[config.mk]
export PLATFORM = sky130hd
export DESIGN_NAME = fpga_soc_reset_sequencer
export DESIGN_NICKNAME = d
export VERILOG_FILES = /design/src/rtl/fpga_soc_reset_sequencer.sv
export SDC_FILE = /design/constraint.sdc
export NUM_CORES = 1
export LEC_CHECK = 0
export CORE_MARGIN = 5
export CORE_UTILIZATION = 33
export CTS_CLUSTER_SIZE = 40
export DETAILED_ROUTE_END_ITERATION = 7
export GPL_ROUTABILITY_DRIVEN = 1
export GPL_TIMING_DRIVEN = 1
export PLACE_DENSITY_LB_ADDON = 0.15
export SLEW_MARGIN = 20
export SYNTH_ARGS = -nofsm -noshare
export SYNTH_HDL_FRONTEND = slang
export SYNTH_SLANG_ARGS = --single-unit
export TNS_END_PERCENT = 5
[constraint.sdc]
create_clock -name clk_i -period 2.3 [get_ports clk_i]
set_clock_uncertainty 0.05 [all_clocks]
set_input_delay 0.46 -clock clk_i [delete_from_list [all_inputs] [get_ports clk_i]]
set_output_delay 0.46 -clock clk_i [all_outputs]
set_load 0.05 [all_outputs]
[src/rtl/fpga_soc_reset_sequencer.sv]
// Staged reset release for fabric domains, driven by a synchronized PLL lock.
// Bus/interconnect (bit 0) comes out of reset first; any lock loss re-asserts every domain together.
//
// state     | meaning
// ----------+------------------------------------------------------------
// WAIT_LOCK | all resets held, waiting for synchronized lock
// STABLE    | lock seen, timing the stability window
// RELEASE   | releasing resets one stage per gap, ascending order
// RUN       | all stages released, READY high
// SW_HOLD   | software-requested reset, all stages held for one gap
module fpga_soc_reset_sequencer #(
  parameter int SYNC_STAGES        = 2,
  parameter int LOCK_STABLE_CYCLES = 1024,
  parameter int NUM_STAGES         = 3,
  parameter int STAGE_GAP_CYCLES   = 16,
  parameter int CNT_WIDTH          = 16
) (
  input  logic                  clk_i,
  input  logic                  rst_n_i,
  input  logic                  pll_lock_i,
  input  logic                  sw_reset_req_i,
  output logic [NUM_STAGES-1:0] rst_n_out_o,
  output logic                  ready_o,
  output logic [7:0]            lock_loss_cnt_o,
  output logic [2:0]            state_o
);

  localparam logic [2:0] ST_WAIT_LOCK = 3'd0;
  localparam logic [2:0] ST_STABLE    = 3'd1;
  localparam logic [2:0] ST_RELEASE   = 3'd2;
  localparam logic [2:0] ST_RUN       = 3'd3;
  localparam logic [2:0] ST_SW_HOLD   = 3'd4;

  localparam logic [CNT_WIDTH-1:0]  STABLE_LAST = CNT_WIDTH'(LOCK_STABLE_CYCLES - 1);
  localparam logic [CNT_WIDTH-1:0]  GAP_LAST    = CNT_WIDTH'(STAGE_GAP_CYCLES - 1);
  localparam logic [CNT_WIDTH-1:0]  CNT_ONE     = CNT_WIDTH'(1);
  localparam logic [NUM_STAGES-1:0] STAGE0      = NUM_STAGES'(1);

  logic [SYNC_STAGES-1:0] sync_q, sync_d;
  logic                   lock_s;
  logic [2:0]             state_q, state_d;
  logic [CNT_WIDTH-1:0]   timer_q, timer_d;
  logic [NUM_STAGES-1:0]  rst_q, rst_d;
  logic                   ready_q, ready_d;
  logic [7:0]             llc_q, llc_d;
  logic                   lose;

  assign sync_d = {sync_q[SYNC_STAGES-2:0], pll_lock_i};
  assign lock_s = sync_q[SYNC_STAGES-1];

  // Only a loss after at least one stage was released counts as telemetry.
  assign lose = !lock_s &&
                (state_q == ST_RELEASE || state_q == ST_RUN || state_q == ST_SW_HOLD);

  always_comb begin
    state_d = state_q;
    timer_d = timer_q;
    rst_d   = rst_q;
    ready_d = ready_q;
    llc_d   = llc_q;
    case (state_q)
      ST_WAIT_LOCK: begin
        rst_d   = '0;
        ready_d = 1'b0;
        timer_d = '0;
        if (lock_s) state_d = ST_STABLE;
      end
      ST_STABLE: begin
        if (!lock_s) begin
          state_d = ST_WAIT_LOCK;
          timer_d = '0;
        end else if (timer_q == STABLE_LAST) begin
          state_d = ST_RELEASE;
          timer_d = '0;
          rst_d   = STAGE0;
        end else begin
          timer_d = timer_q + CNT_ONE;
        end
      end
      ST_RELEASE: begin
        if (timer_q == GAP_LAST) begin
          timer_d = '0;
          if (rst_q[NUM_STAGES-1]) begin
            state_d = ST_RUN;
            ready_d = 1'b1;
          end else begin
            rst_d = (rst_q << 1) | STAGE0;
          end
        end else begin
          timer_d = timer_q + CNT_ONE;
        end
      end
      ST_RUN: begin
        if (sw_reset_req_i) begin
          state_d = ST_SW_HOLD;
          rst_d   = '0;
          ready_d = 1'b0;
          timer_d = '0;
        end
      end
      ST_SW_HOLD: begin
        if (timer_q == GAP_LAST) begin
          state_d = ST_RELEASE;
          timer_d = '0;
          rst_d   = STAGE0;
        end else begin
          timer_d = timer_q + CNT_ONE;
        end
      end
      default: begin
        state_d = ST_WAIT_LOCK;
        timer_d = '0;
        rst_d   = '0;
        ready_d = 1'b0;
      end
    endcase

    // Lock loss overrides a software request and any timer expiry in the same cycle.
    if (lose) begin
      state_d = ST_WAIT_LOCK;
      timer_d = '0;
      rst_d   = '0;
      ready_d = 1'b0;
      llc_d   = (llc_q == 8'hFF) ? llc_q : llc_q + 8'd1;
    end
  end

  always_ff @(posedge clk_i or negedge rst_n_i) begin
    if (!rst_n_i) begin
      sync_q  <= '0;
      state_q <= ST_WAIT_LOCK;
      timer_q <= '0;
      rst_q   <= '0;
      ready_q <= 1'b0;
      llc_q   <= 8'd0;
    end else begin
      sync_q  <= sync_d;
      state_q <= state_d;
      timer_q <= timer_d;
      rst_q   <= rst_d;
      ready_q <= ready_d;
      llc_q   <= llc_d;
    end
  end

  assign rst_n_out_o     = rst_q;
  assign ready_o         = ready_q;
  assign lock_loss_cnt_o = llc_q;
  assign state_o         = state_q;

endmodule

; ---- After elaboration in Yosys (flattened, before gate mapping)
; Index checks and enable logic that the tools add are counted.
[classes]
n_eq_ne = 17
bitwise_logic = 1
add_sub_neg = 2
n_mux = 28
n_reduce_logical = 12
[op_table]
columns = cell, count
row1 = 16-bit two-way mux, 5
row2 = 16-bit case mux with 3 select lines, 1
row3 = 3-bit two-way mux, 15
row4 = 3-bit != test (second input constant), 6
row5 = 16-bit by 1-bit adder with 16-bit output (second input constant), 1
row6 = 16-bit by 10-bit == test with 1-bit output (second input constant), 1
row7 = 16-bit by 4-bit == test with 1-bit output (second input constant), 1
row8 = 3-bit case mux with 5 select lines, 1
row9 = 3-bit case mux with 4 select lines, 1
row10 = 6-bit AND reduction, 2
row11 = 8-bit by 1-bit adder with 8-bit output (second input constant), 1
row12 = 8-bit == test (second input constant), 1
row13 = 3-bit by 2-bit == test with 1-bit output (second input constant), 2
row14 = 3-bit by 2-bit != test with 1-bit output (second input constant), 2
row15 = 5-bit AND reduction, 1
row16 = 1-bit two-way mux, 4
row17 = 4-bit != test (second input constant), 1
row18 = 4-bit AND reduction, 1
row19 = 2-bit OR reduction, 2
row20 = 3-bit by 1-bit == test with 1-bit output (second input constant), 1
row21 = 3-bit == test (second input constant), 1
row22 = 3-bit zero test, 1
row23 = 1-bit case mux with 3 select lines, 1
row24 = 1-bit logical OR, 2
row25 = other kinds (5), 5
[totals]
in_bits = 4
regBits = 33
output_inout_bits = 15

; ---- Depth between registers and ports, before layout
[depth]
depth_word = 6
depth_mapped = 8
mapped_depth_nobuf = 6

; ---- Worst setup path before layout
; Ideal clock, no wire load.
[synth_timing]
path_type = register to register
startpoint = register state_q[2], in the netlist state_o[2]
endpoint = register llc_q[1], in the netlist lock_loss_cnt_o[1]
path_slack_ns = -0.007
setup_time_ns = 0.125
arrival_ns = 2.133
path_stages_with_launch = 6
path_buffers = 1
cell_sequence = dfrtp_1 > buf_2 > nor3b_1 > o21ai_1 > a31oi_1 > mux2_2
[synth_between]
elab_chain_cells = 5
[synth_rtl]
columns = item, line
row1 = "start, declared", 41  ; logic [2:0] state_q, state_d;
row2 = "start signal, assigned", 138  ; state_q <= state_d;
row3 = 3-bit by 2-bit == test with 1-bit output, 53  ; (state_q == ST_RELEASE || state_q == ST_RUN || state_q == ST_SW_HOLD);
row4 = 1-bit logical OR, 53
row5 = 1-bit logical OR *, 53
row6 = 1-bit logical AND *, 52  ; assign lose = !lock_s &&
row7 = 2-bit AND reduction (no line) *, -
row8 = "end signal, assigned", 142  ; llc_q <= llc_d;
row9 = "end, declared", 45  ; logic [7:0] llc_q, llc_d;
; Every way passes the cells marked *; elsewhere a longest branch is shown, timed or not.
; A chain may end at the register's enable or synchronous reset.

; ---- Worst setup path after layout
[layout_timing]
startpoint = register timer_q[12]
endpoint = register rst_q[1], in the netlist rst_n_out_o[1]
[layout_between]
elab_chain_cells = 3
[layout_rtl]
columns = item, line
row1 = "start, declared", 42  ; logic [CNT_WIDTH-1:0] timer_q, timer_d;
row2 = "start signal, assigned", 139  ; timer_q <= timer_d;
row3 = 16-bit by 10-bit == test with 1-bit output / 16-bit by 4-bit == test with 1-bit output (equally long branches), "72, 81, 102"
row4 = 3-bit != test (no line) / 3-bit by 2-bit != test with 1-bit output (equally long branches), -
row5 = 6-bit AND reduction (no line) *, -
row6 = "end signal, assigned", 140  ; rst_q <= rst_d;
row7 = "end, declared", 43  ; logic [NUM_STAGES-1:0] rst_q, rst_d;
; Marks and branches as above.

==> metrics.txt <==
# TYPE chip_impl_metric gauge
chip_impl_metric{name="initial_utilization",unit=""} 0.3359
chip_impl_metric{name="post-route-drc-count",unit=""} 0
chip_impl_metric{name="grtUsageMet3",unit=""} 0.03238
chip_impl_metric{name="numCtsBuffers",unit=""} 5
chip_impl_info{name="tritoncts",value="done"} 1
chip_impl_metric{name="clk_path_buf_depth",unit=""} 2
chip_impl_metric{name="floorplan.die.height",unit="um"} 84.40
chip_impl_info{name="worst_setup_path_end_kind",value="register"} 1
chip_impl_metric{name="design_area",unit="um2"} 2316
chip_impl_metric{name="finalHoldViolations",unit=""} 0
chip_impl_metric{name="clock_net_sink_count",unit=""} 33
chip_impl_metric{name="asyncSetResetFlopFracSynth",unit=""} 1.000
chip_impl_metric{name="post-route-min-period",unit="ns"} 2.239
chip_impl_metric{name="first_pass_grt_wire_length",unit="mm"} 6.975
chip_impl_metric{name="detailedRoute.firstPassIterationCount",unit=""} 4
chip_impl_info{name="class_of_the_tightest_hold_or_removal_check",value="reg -> reg"} 1
chip_impl_metric{name="clk_lat_worst_skew",unit="ns"} 0.28
chip_impl_metric{name="placementRows",unit=""} 27
chip_impl_metric{name="grt_max_degree",unit=""} 34
chip_impl_metric{name="sum_of_overflow_across_all_layers_after_global_routing",unit=""} 0
chip_impl_metric{name="power.density",unit="nW/um2"} 935.9
chip_impl_info{name="synth.cells.most_frequent",value="dfrtp_1 (33), nand2_1 (20), o21ai_0 (15)"} 1
chip_impl_info{name="synth_largest_area_cell",value="dfrtp_1"} 1
chip_impl_info{name="most_used_routing_layer",value="met2"} 1
chip_impl_info{name="grt_setup_unrepaired",value="false"} 1
chip_impl_metric{name="via_per_inst",unit=""} 5.050
chip_impl_metric{name="core-area",unit="um2"} 5439
chip_impl_metric{name="floorplan.die.width",unit="um"} 84.40
chip_impl_metric{name="timing.final.max_slew_violations",unit=""} 0
chip_impl_metric{name="routed-via-count",unit=""} 1520
chip_impl_metric{name="setup-violations-final",unit=""} 0
chip_impl_metric{name="worst_slew_pin_slew",unit="ns"} 0.5103
chip_impl_metric{name="cts.hold.buffers_added",unit=""} 0
chip_impl_metric{name="pwr-share-seq",unit=""} 0.347
chip_impl_metric{name="grt.met1_usage",unit=""} 0.1719
chip_impl_metric{name="grtUsageTotal",unit=""} 0.1207
chip_impl_metric{name="placed_area",unit="um2"} 2196
chip_impl_metric{name="proportion_of_layout_cells_with_a_drive_suffix_above_1",unit=""} 0.1834
chip_impl_metric{name="hold_ws",unit="ns"} 0.3222
chip_impl_metric{name="irDropWorstVdd",unit="mV"} 0.7408
chip_impl_metric{name="net-switching-power",unit="uW"} 882.8
chip_impl_info{name="post_synth_main_area_contributors",value="dfrtp_1 (45%), xnor2_1 (4.8%), xor2_1 (4.8%)"} 1
chip_impl_metric{name="post-cts-setup-buffers",unit=""} 0
chip_impl_metric{name="maxCapViolations",unit=""} 0
chip_impl_metric{name="worst-endpoint-required",unit="ns"} 2.42
chip_impl_metric{name="ys_seq_elements",unit=""} 33
chip_impl_metric{name="max_slew_margin",unit=""} 0.6572
chip_impl_metric{name="layout.core_utilization",unit=""} 0.4258
chip_impl_metric{name="grt_pass1_vias",unit=""} 1457
chip_impl_metric{name="antenna_violations_before_repair",unit=""} 0
chip_impl_metric{name="grt_use_met2",unit=""} 0.1758
chip_impl_metric{name="syn-instance-count",unit=""} 193
chip_impl_metric{name="layout.nets",unit=""} 234
chip_impl_metric{name="die_ar",unit="um2"} 7123
chip_impl_info{name="clk_root_buffer_cell",value="clkbuf_8"} 1
chip_impl_metric{name="timing.critical_path.arrival",unit="ns"} 2.36
chip_impl_metric{name="timing.critical_path.fanout_max",unit=""} 3
chip_impl_metric{name="pwr-share-comb",unit=""} 0.429
chip_impl_metric{name="wl_per_cell",unit="um"} 13.27
chip_impl_info{name="synth_flop_cell",value="dfrtp_1"} 1
chip_impl_metric{name="synth-warning-count",unit=""} 0
chip_impl_metric{name="setup_total_negative_slack",unit="ns"} 0
chip_impl_metric{name="fillerInstances",unit=""} 534
chip_impl_info{name="crit_path_start_kind",value="register"} 1
chip_impl_metric{name="fin_ws",unit="ns"} 0.06055
chip_impl_info{name="synthMostInstantiatedCell",value="dfrtp_1"} 1
chip_impl_metric{name="max_frequency",unit="MHz"} 446.5
chip_impl_metric{name="port_buffers",unit=""} 18
chip_impl_metric{name="syn_nets",unit=""} 199
chip_impl_metric{name="drt_iter0_markers",unit=""} 51
chip_impl_metric{name="n_antenna_cell",unit=""} 0
chip_impl_metric{name="internal-power",unit="mW"} 1.285
chip_impl_metric{name="area_delta_synth_final",unit="%"} 26.78
chip_impl_metric{name="postRouteWirelength",unit="mm"} 3.994
chip_impl_metric{name="gpl.final_weighted_congestion",unit=""} 0.7502
chip_impl_metric{name="detailedPlace.worstSlack",unit="ns"} -0.07721
chip_impl_info{name="status",value="finished, final reports clean"} 1
chip_impl_metric{name="ctsHtreeMaxLevel",unit=""} 2
chip_impl_metric{name="io_pins",unit=""} 19
chip_impl_metric{name="power.leakage",unit="nW"} 0.9861
chip_impl_metric{name="timing.final.crit_share",unit=""} 0.9737
chip_impl_metric{name="synth_area",unit="um2"} 1827
chip_impl_metric{name="synthesis.area_per_instance",unit="um2"} 9.465
chip_impl_metric{name="synth-edff-count",unit=""} 0
chip_impl_metric{name="clock_pin_slew_of_the_registers_on_the_worst_case_setup_and_hold_paths",unit="ns"} 0.07
chip_impl_metric{name="p_clk_frac",unit=""} 0.224
chip_impl_metric{name="postRouteAntennaNets",unit=""} 0
chip_impl_metric{name="synth-seq-area-share",unit=""} 0.4521
chip_impl_metric{name="synth_top_area_frac",unit=""} 0.4521
chip_impl_metric{name="dp.final_hpwl",unit="mm"} 2.790
chip_impl_metric{name="switching_share",unit=""} 0.4073
chip_impl_info{name="setup.worst_path.class",value="reg -> reg"} 1
chip_impl_metric{name="yosysUniqueCellTypes",unit=""} 43
==> stage by stage <==
step           total power, mW  std cells
2_1_floorplan            1.395        193
4_1_cts                  2.186        301
3_5_place_dp             1.687        293
6_report                 2.167        301
3_3_place_gp             1.699        293
5_1_grt                  2.317        301
==> layout make-up <==
cell class	instances	area [um2]	area share
flip-flops and latches	33	825.8	0.3566
well taps	72	90.09	0.03890
repair buffers	39	335.3	0.1448
clock buffers	7	96.34	0.04160
clock inverters	1	5.005	0.002161
inverters	3	11.26	0.004862
multi-input cells	146	952.2	0.4111
==> state kept, by name, indices dropped and copies added (netlist names) <==
name,flops
lock_loss_cnt_o,8
ready_o,1
rst_n_out_o,3
state_o,3
sync_q,2
timer_q,16
==> worst max-delay path, cell delays in order (launching register included) <==
cell	delay, ns
dfrtp_1	0.40
or4_4	0.55
or4_4	0.58
o21ai_4	0.18
nand2_2	0.07
a211o_1	0.28
==> routing by layer <==
metal / part of all wire / up-vias
met4: 0.013 / 0
met1: 0.52 / 730
met3: 0.033 / 5
met5: 0 / -
met2: 0.44 / 25
li1: - / 760
==> power by group through the flow <==
stage | clock network [mW] | logic [mW] | registers [mW]
2_1_floorplan | 0 | 0.421 | 0.974
3_3_place_gp | 0 | 0.933 | 0.766
3_5_place_dp | 0 | 0.924 | 0.763
4_1_cts | 0.504 | 0.928 | 0.754
5_1_grt | 0.526 | 1.02 | 0.773
6_report | 0.486 | 0.930 | 0.751
==> cells by family after synthesis <==
| logic type | after synthesis | synth area share |
|---|---|---|
| DFF | 33 | 0.4521 |
| and+or+nand+nor | 84 | 0.2486 |
| buffers and inverters | 14 | 0.03973 |
| adders and majority gates | 2 | 0.01370 |
| muxes | 2 | 0.01164 |
| xor gates and xnor gates | 20 | 0.09589 |
| AOI/OAI and AO/OA | 38 | 0.1384 |
==> worst paths after layout <==
kind	startpoint	endpoint	slack (ns)	depth (start not counted)
max	timer_q[12]	rst_n_out_o[1]	0.06	5
min	sync_q[0]	sync_q[1]	0.32	0
max reg2reg	timer_q[12]	rst_n_out_o[1]	0.06	5
min reg2reg	sync_q[0]	sync_q[1]	0.32	0
max in group asynchronous	rst_n_i	rst_n_out_o[1]	1.37	2
min in group asynchronous	rst_n_i	lock_loss_cnt_o[5]	0.53	2
==> layout by cell type (no fill, tap or decap), drive strengths merged, types with 6 or more instances in the layout <==
cell           instances
xor2                  10
a21oi                  8
xnor2                 10
clkbuf                 7
nand3                 12
nand2                 21
o21ai                 17
buf                   22
nand4                  6
dfrtp                 33
clkdlybuf4s50         17
nor2                  13
==> timing repair <==
action,in CTS,in global routing
endpoints found under the hold margin,0,0
endpoints found under the setup margin,18,16
gates resized for setup,2,2
pin swaps,0,1
(Power assumes the default switching activity.)
